==> src/rtl/bus_arbiter_pkg.sv <==
// Shared bus definitions: owner codes, arbiter state encodings and active-low enable levels.
package bus_arbiter_pkg;

  localparam int BUS_OWNER_W = 2;
  typedef logic [BUS_OWNER_W-1:0] owner_t;

  localparam owner_t BUS_OWNER_M0 = 2'd0;
  localparam owner_t BUS_OWNER_M1 = 2'd1;
  localparam owner_t BUS_OWNER_M2 = 2'd2;
  localparam owner_t BUS_OWNER_M3 = 2'd3;

  typedef enum logic {
    ARB_IDLE  = 1'b0,
    ARB_GRANT = 1'b1
  } arb_state_e;

  localparam logic ENABLE_  = 1'b0;
  localparam logic DISABLE_ = 1'b1;

  function automatic logic [3:0] owner_onehot(owner_t o);
    owner_onehot = 4'b0001 << o;
  endfunction

  // Active-low grant vector with only the given owner enabled.
  function automatic logic [3:0] grant_vec(owner_t o);
    grant_vec    = {4{DISABLE_}};
    grant_vec[o] = ENABLE_;
  endfunction

endpackage

==> src/rtl/bus_arbiter_if.sv <==
// Arbiter-side view of the shared bus: active-low requests, muxed strobe, active-low grants.
interface bus_arbiter_if;

  logic m0_req_;
  logic m1_req_;
  logic m2_req_;
  logic m3_req_;
  logic s_as_;
  logic m0_grnt_;
  logic m1_grnt_;
  logic m2_grnt_;
  logic m3_grnt_;
  logic bus_busy;

  modport master (
    output m0_req_, m1_req_, m2_req_, m3_req_, s_as_,
    input  m0_grnt_, m1_grnt_, m2_grnt_, m3_grnt_, bus_busy
  );

  modport slave (
    input  m0_req_, m1_req_, m2_req_, m3_req_, s_as_,
    output m0_grnt_, m1_grnt_, m2_grnt_, m3_grnt_, bus_busy
  );

endinterface

==> src/rtl/bus_arbiter_rr_pick4.sv <==
// Combinational 4-way round-robin pick: first active-high request at or after start_i (mod 4).
module rr_pick4
  import bus_arbiter_pkg::*;
(
  input  logic [3:0] req_i,
  input  owner_t     start_i,
  output owner_t     idx_o,
  output logic       vld_o
);

  owner_t cand;

  always_comb begin
    idx_o = start_i;
    vld_o = 1'b0;
    cand  = start_i;
    for (int k = 0; k < 4; k++) begin
      cand = start_i + owner_t'(k);
      if (!vld_o && req_i[cand]) begin
        idx_o = cand;
        vld_o = 1'b1;
      end
    end
  end

endmodule

==> src/rtl/bus_arbiter.sv <==
// Four-master round-robin bus arbiter with registered active-low grants and
// hold-limit preemption that only fires between bus cycles.
module bus_arbiter
  import bus_arbiter_pkg::*;
#(
  parameter int unsigned MAX_HOLD = 16,
  parameter int unsigned CNT_W    = 5
) (
  input  logic         clk,
  input  logic         reset,
  bus_arbiter_if.slave bus
);

  localparam logic [CNT_W-1:0] HOLD_MAX = CNT_W'(MAX_HOLD);

  logic [3:0]       req_vec;
  arb_state_e       state_q;
  owner_t           owner_q;
  owner_t           last_owner_q;
  logic [CNT_W-1:0] hold_cnt_q;
  logic [CNT_W-1:0] hold_cnt_d;
  logic [3:0]       grnt_q;
  logic             bus_busy_q;

  owner_t           pick_start;
  logic [3:0]       pick_req;
  owner_t           pick_idx;
  logic             pick_vld;
  logic             preempt_ok;

  assign req_vec = ~{bus.m3_req_, bus.m2_req_, bus.m1_req_, bus.m0_req_};

  // While granted the owner is masked out, so pick_vld also means "someone else wants the bus".
  always_comb begin
    if (state_q == ARB_GRANT) begin
      pick_start = owner_q + owner_t'(1);
      pick_req   = req_vec & ~owner_onehot(owner_q);
    end else begin
      pick_start = last_owner_q + owner_t'(1);
      pick_req   = req_vec;
    end
  end

  rr_pick4 u_pick (
    .req_i   (pick_req),
    .start_i (pick_start),
    .idx_o   (pick_idx),
    .vld_o   (pick_vld)
  );

  assign hold_cnt_d = (hold_cnt_q == HOLD_MAX) ? hold_cnt_q : hold_cnt_q + CNT_W'(1);
  assign preempt_ok = (MAX_HOLD != 0) && (hold_cnt_q == HOLD_MAX) &&
                      (bus.s_as_ == 1'b1) && pick_vld;

  always_ff @(posedge clk) begin
    if (reset) begin
      state_q      <= ARB_IDLE;
      owner_q      <= BUS_OWNER_M0;
      last_owner_q <= BUS_OWNER_M3;
      hold_cnt_q   <= '0;
      grnt_q       <= {4{DISABLE_}};
      bus_busy_q   <= 1'b0;
    end else begin
      case (state_q)
        ARB_IDLE: begin
          if (pick_vld) begin
            state_q    <= ARB_GRANT;
            owner_q    <= pick_idx;
            hold_cnt_q <= '0;
            grnt_q     <= grant_vec(pick_idx);
            bus_busy_q <= 1'b1;
          end
        end
        ARB_GRANT: begin
          if (!req_vec[owner_q]) begin
            last_owner_q <= owner_q;
            hold_cnt_q   <= '0;
            if (pick_vld) begin
              owner_q <= pick_idx;
              grnt_q  <= grant_vec(pick_idx);
            end else begin
              state_q    <= ARB_IDLE;
              grnt_q     <= {4{DISABLE_}};
              bus_busy_q <= 1'b0;
            end
          end else if (preempt_ok) begin
            last_owner_q <= owner_q;
            owner_q      <= pick_idx;
            hold_cnt_q   <= '0;
            grnt_q       <= grant_vec(pick_idx);
          end else begin
            hold_cnt_q <= hold_cnt_d;
          end
        end
        default: begin
          state_q    <= ARB_IDLE;
          grnt_q     <= {4{DISABLE_}};
          bus_busy_q <= 1'b0;
        end
      endcase
    end
  end

  assign bus.m0_grnt_ = grnt_q[0];
  assign bus.m1_grnt_ = grnt_q[1];
  assign bus.m2_grnt_ = grnt_q[2];
  assign bus.m3_grnt_ = grnt_q[3];
  assign bus.bus_busy = bus_busy_q;

endmodule

==> src/flat_wrapper.sv <==
// flat-port wrapper written by rule: the top's interface ports become plain ports
module bus_arbiter_flat import bus_arbiter_pkg::*;
#(
  parameter int unsigned MAX_HOLD = 16,
  parameter int unsigned CNT_W    = 5
)
  (clk, reset, bus_m0_req_, bus_m1_req_, bus_m2_req_, bus_m3_req_, bus_s_as_, bus_m0_grnt_, bus_m1_grnt_, bus_m2_grnt_, bus_m3_grnt_, bus_bus_busy);
  bus_arbiter_if bus_i ();
  input  logic clk;
  input  logic reset;
  input wire logic [$bits(bus_i.m0_req_)-1:0] bus_m0_req_;
  input wire logic [$bits(bus_i.m1_req_)-1:0] bus_m1_req_;
  input wire logic [$bits(bus_i.m2_req_)-1:0] bus_m2_req_;
  input wire logic [$bits(bus_i.m3_req_)-1:0] bus_m3_req_;
  input wire logic [$bits(bus_i.s_as_)-1:0] bus_s_as_;
  output wire logic [$bits(bus_i.m0_grnt_)-1:0] bus_m0_grnt_;
  output wire logic [$bits(bus_i.m1_grnt_)-1:0] bus_m1_grnt_;
  output wire logic [$bits(bus_i.m2_grnt_)-1:0] bus_m2_grnt_;
  output wire logic [$bits(bus_i.m3_grnt_)-1:0] bus_m3_grnt_;
  output wire logic [$bits(bus_i.bus_busy)-1:0] bus_bus_busy;
  assign bus_i.m0_req_ = bus_m0_req_;
  assign bus_i.m1_req_ = bus_m1_req_;
  assign bus_i.m2_req_ = bus_m2_req_;
  assign bus_i.m3_req_ = bus_m3_req_;
  assign bus_i.s_as_ = bus_s_as_;
  assign bus_m0_grnt_ = bus_i.m0_grnt_;
  assign bus_m1_grnt_ = bus_i.m1_grnt_;
  assign bus_m2_grnt_ = bus_i.m2_grnt_;
  assign bus_m3_grnt_ = bus_i.m3_grnt_;
  assign bus_bus_busy = bus_i.bus_busy;
  bus_arbiter #(.MAX_HOLD(MAX_HOLD), .CNT_W(CNT_W)) u_core (.clk(clk), .reset(reset), .bus(bus_i));
endmodule
==> config.mk <==
export PLATFORM = sky130hd
export DESIGN_NAME = bus_arbiter_flat
export DESIGN_NICKNAME = d
export VERILOG_FILES = /design/src/rtl/bus_arbiter_pkg.sv /design/src/rtl/bus_arbiter_if.sv /design/src/rtl/bus_arbiter_rr_pick4.sv /design/src/rtl/bus_arbiter.sv /design/src/flat_wrapper.sv
export SDC_FILE = /design/constraint.sdc
export NUM_CORES = 1
export LEC_CHECK = 0
export BUFFER_PORTS_ARGS = -buffer_cell sky130_fd_sc_hd__buf_2
export CORE_MARGIN = 3
export CORE_UTILIZATION = 30
export CTS_BUF_LIST = sky130_fd_sc_hd__clkbuf_4
export DETAILED_ROUTE_END_ITERATION = 10
export GPL_TIMING_DRIVEN = 0
export SKIP_LAST_GASP = 1
export SYNTH_ARGS = -nofsm -noshare
export SYNTH_HDL_FRONTEND = slang
export SYNTH_SLANG_ARGS = --single-unit
==> constraint.sdc <==
create_clock -name clk -period 4.7 [get_ports clk]
set_clock_uncertainty 0.15 [all_clocks]
set_input_delay 0.235 -clock clk [delete_from_list [all_inputs] [get_ports clk]]
set_output_delay 0.235 -clock clk [all_outputs]
set_load 0.01 [all_outputs]
==> run_results.csv <==
group,metric,value,unit
run_status,status,"complete, no violations",
placement,preCtsSetupSlack,2.25,ns
logic_synthesis,syn_nets,131,
routing,ant_nets,0,
critical_path,r2r_start,"u_core.last_owner_q[0]",
die,core-area,0.00342,mm^2
logic_synthesis,ys_ff_latch,15,
global_routing,first_global_vias,907,
timing,timing.fmax,0.403,GHz
placement,portBuffers,9,
routing,vias_per_cell,5.23,
logic_synthesis,synth_area_leaders,"dfxtp_1 28%, mux2_4 4.2%, a21oi_1 3.7%",
critical_path,required,4.77,ns
logic_synthesis,synth_warnings,0,
final_layout,final_cell_mix,"15 x dfxtp_1, 10 x nand2_1, 9 x buf_2",
clock_tree,cts_tree,"done",
min_path,hp-class,"in -> reg",
clock_tree,h-tree-depth,1,
logic_synthesis,synthSimpleGateAreaFrac,19.7,%
logic_synthesis,synthMuxAreaShare,11.4,%
timing,worst-slew-pin-transition,0.474,ns
logic_synthesis,synth_top_family_by_area,"compound AO/OA/AOI/OAI gates",
critical_path,cp.depth,8,
critical_path,critPathLaunch,"u_core.last_owner_q[0]",
critical_path,slowest_delay,0.49,ns
logic_synthesis,synth_flop_cell,"dfxtp_1",
logic_synthesis,synth-compound-area-share,29.2,%
critical_path,crit_path_end,"u_core.hold_cnt_q[4]",
final_layout,antenna_cells,0,
critical_path,rrSetupSlack,2.22,ns
timing,rsz0062_at_grt,"false",
routing,dr.pass1.iters,4,
timing,worst_slack,2.22,ns
timing,post-route-period-util,52.8,%
timing,min_period,2.48,ns
routing,wl_per_cell,12.9,um
clock_tree,cts-root-buf,"clkbuf_4",
critical_path,endpoint_kind,"flip-flop",
clock_tree,clock_sinks,15,
logic_synthesis,syn_area,0.00108,mm^2
global_routing,grt_antenna_before_repair,0,
die,pin_count,12,
die,die_h,66.1,um
global_routing,grt_overflow,0,
clock_tree,ctsHoldBuffers,0,
timing,final-setup-viol-count,0,
min_path,hold_start,"bus_s_as_",
timing,slew_viol_final,0,
final_layout,nets,146,
global_routing,grt_use_met3,2.38,%
final_layout,final_common_cell,"dfxtp_1",
global_routing,gr-usage-met2,18.1,%
logic_synthesis,syn_inst,121,
die,dieArea,0.00437,mm^2
logic_synthesis,synth_xor_area_share,1.62,%
critical_path,reg2reg_to,"u_core.hold_cnt_q[4]",
placement,globalplace.congestion,0.892,
clock_tree,post-cts-setup-buffer-count,0,
die,die_x,66.1,um
logic_synthesis,synth_fa_ha_area_share,3.46,%
power,powerDensity,395,mW/mm^2
critical_path,arrival,2.55,ns
critical_path,cpMaxStageDelayCell,"dfxtp_1",
critical_path,crit_type,"reg -> reg",
clock_tree,clk_latency,0.29,ns
placement,dp_cells,176,
logic_synthesis,synthDistinctLibCells,53,
critical_path,cp_max_fo,7,
logic_synthesis,synth_async_sr_flop_share,0,%
placement,placed_cell_area,0.00119,mm^2
power,ir_drop,0.000183,V
clock_tree,numCtsBuffers,3,
timing,hold_viol,0,
critical_path,start_kind,"flip-flop",
routing,drtIter0Drc,89,
critical_path,reg2reg_depth,8,
final_layout,finish.instance_area,0.00122,mm^2
global_routing,grt_max_degree,11,
placement,dp_hpwl,1.76,mm
final_layout,fillers,361,
logic_synthesis,synth_top_cell_by_area,"dfxtp_1",
critical_path,crit_chain,"mux2_4 > o22ai_4 > a211o_2 > inv_1 > ha_1 > nand2b_1 > or3_1 > a21oi_1",
routing,finalWirelength,2.33,mm
clock_tree,cts_resized,0,
final_layout,fin_cells,181,
logic_synthesis,yosysTopAreaCellShare,27.7,%
min_path,hold_depth,4,
routing,via_count,947,
clock_tree,cts.reportedPaths.clkPinSlew,0.09,ns
logic_synthesis,synth_area_per_cell,8.95,um^2
timing,hold_ws,0.215,ns
die,num_rows,21,
global_routing,grt_pass1_wl,4.04,mm
timing,setup_tns,0,ns
global_routing,gr-usage-met1,16.0,%
global_routing,grt_use_total,11.9,%
critical_path,worst_path_dominant_cell_family,"compound AO/OA/AOI/OAI gates",
flow_run,maxCapViolCount,0,
final_layout,layout-drive-gt1-share,25.9,%
final_layout,synthToLayoutAreaGrowth,12.9,%
critical_path,crit_buf_inv,1,
logic_synthesis,ys_seq_area_share,27.7,%
power,p_leak,0.464,nW
routing,drc,0,
global_routing,top_usage_layer,"met2",
clock_tree,clockBufferDepth,2,
die,start_util,31.7,%
logic_synthesis,synth_edf_count,0,
timing,slew_headroom,67.8,%
[worst min-delay path by stage]
stage	end	slack, ns
finish	u_core.hold_cnt_q[2]	0.22
global route	u_core.hold_cnt_q[2]	0.23
CTS	u_core.owner_q[1]	0.004
detailed placement	u_core.owner_q[1]	0.32
global placement	u_core.grnt_q[3]	0.31
floorplan	u_core.owner_q[1]	0.29
[layout make-up]
class	count	area [um^2]	share of cell area, %
plain buffers	4	43.8	3.58
clock inverters	1	5.00	0.409
well taps	46	57.6	4.70
repair buffers	10	55.1	4.50
clock buffers	3	22.5	1.84
inverters	8	30.0	2.45
multi-input cells	94	709	58.0
flip-flops and latches	15	300	24.5
[where the power goes]
group          switching [mW]  total [mW]  internal, mW
registers              0.0198       0.170         0.150
logic                   0.128       0.238         0.109
clock network          0.0445      0.0761        0.0316
[Yosys cell counts (3+ instances only)]
cell type / number
inv_1: 7
nand3_1: 3
nor3_1: 3
dfxtp_1: 15
nand2_1: 10
nor2_1: 7
o21ai_1: 3
mux2_4: 3
o21ai_0: 8
a21oi_1: 8
ha_1: 3
[sequential cells by signal, summed over array words and instances (netlist names)]
name and cells:
u_core.state_q 1, u_core.grnt_q 4, u_core.bus.bus_busy 1, u_core.owner_q 2, u_core.last_owner_q 2, u_core.hold_cnt_q 5
[stage by stage]
stage / total power, mW / util [%]
after CTS: 0.483 / 35.5
after floorplan: 0.356 / -
final: 0.484 / 35.8
after detailed placement: 0.408 / 34.7
after global routing: 0.522 / 35.8
after global placement: 0.402 / 34.7
[routing by layer]
layer  up-vias  wire (um)
met2        32       1020
met1       430       1170
met5         -          0
li1        478          -
met4         0         41
met3         7         99
[logic make-up after synthesis]
family | after synthesis
AOI/OAI and AO/OA | 42
xor gates and xnor gates | 2
adders and majority gates | 3
buffers and inverters | 12
DFF | 15
muxes | 9
and+or+nand+nor | 38
[worst register-to-register path: cells and delay by family, from the launching register on]
kind / cells / cell delay (ns)
AOI/OAI and AO/OA: 3 / 0.56
buffers and inverters: 1 / 0.07
and+or+nand+nor: 2 / 0.56
DFF: 1 / 0.49
adders and majority gates: 1 / 0.25
muxes: 1 / 0.34
Note: power is estimated with default switching activity, not from simulation.
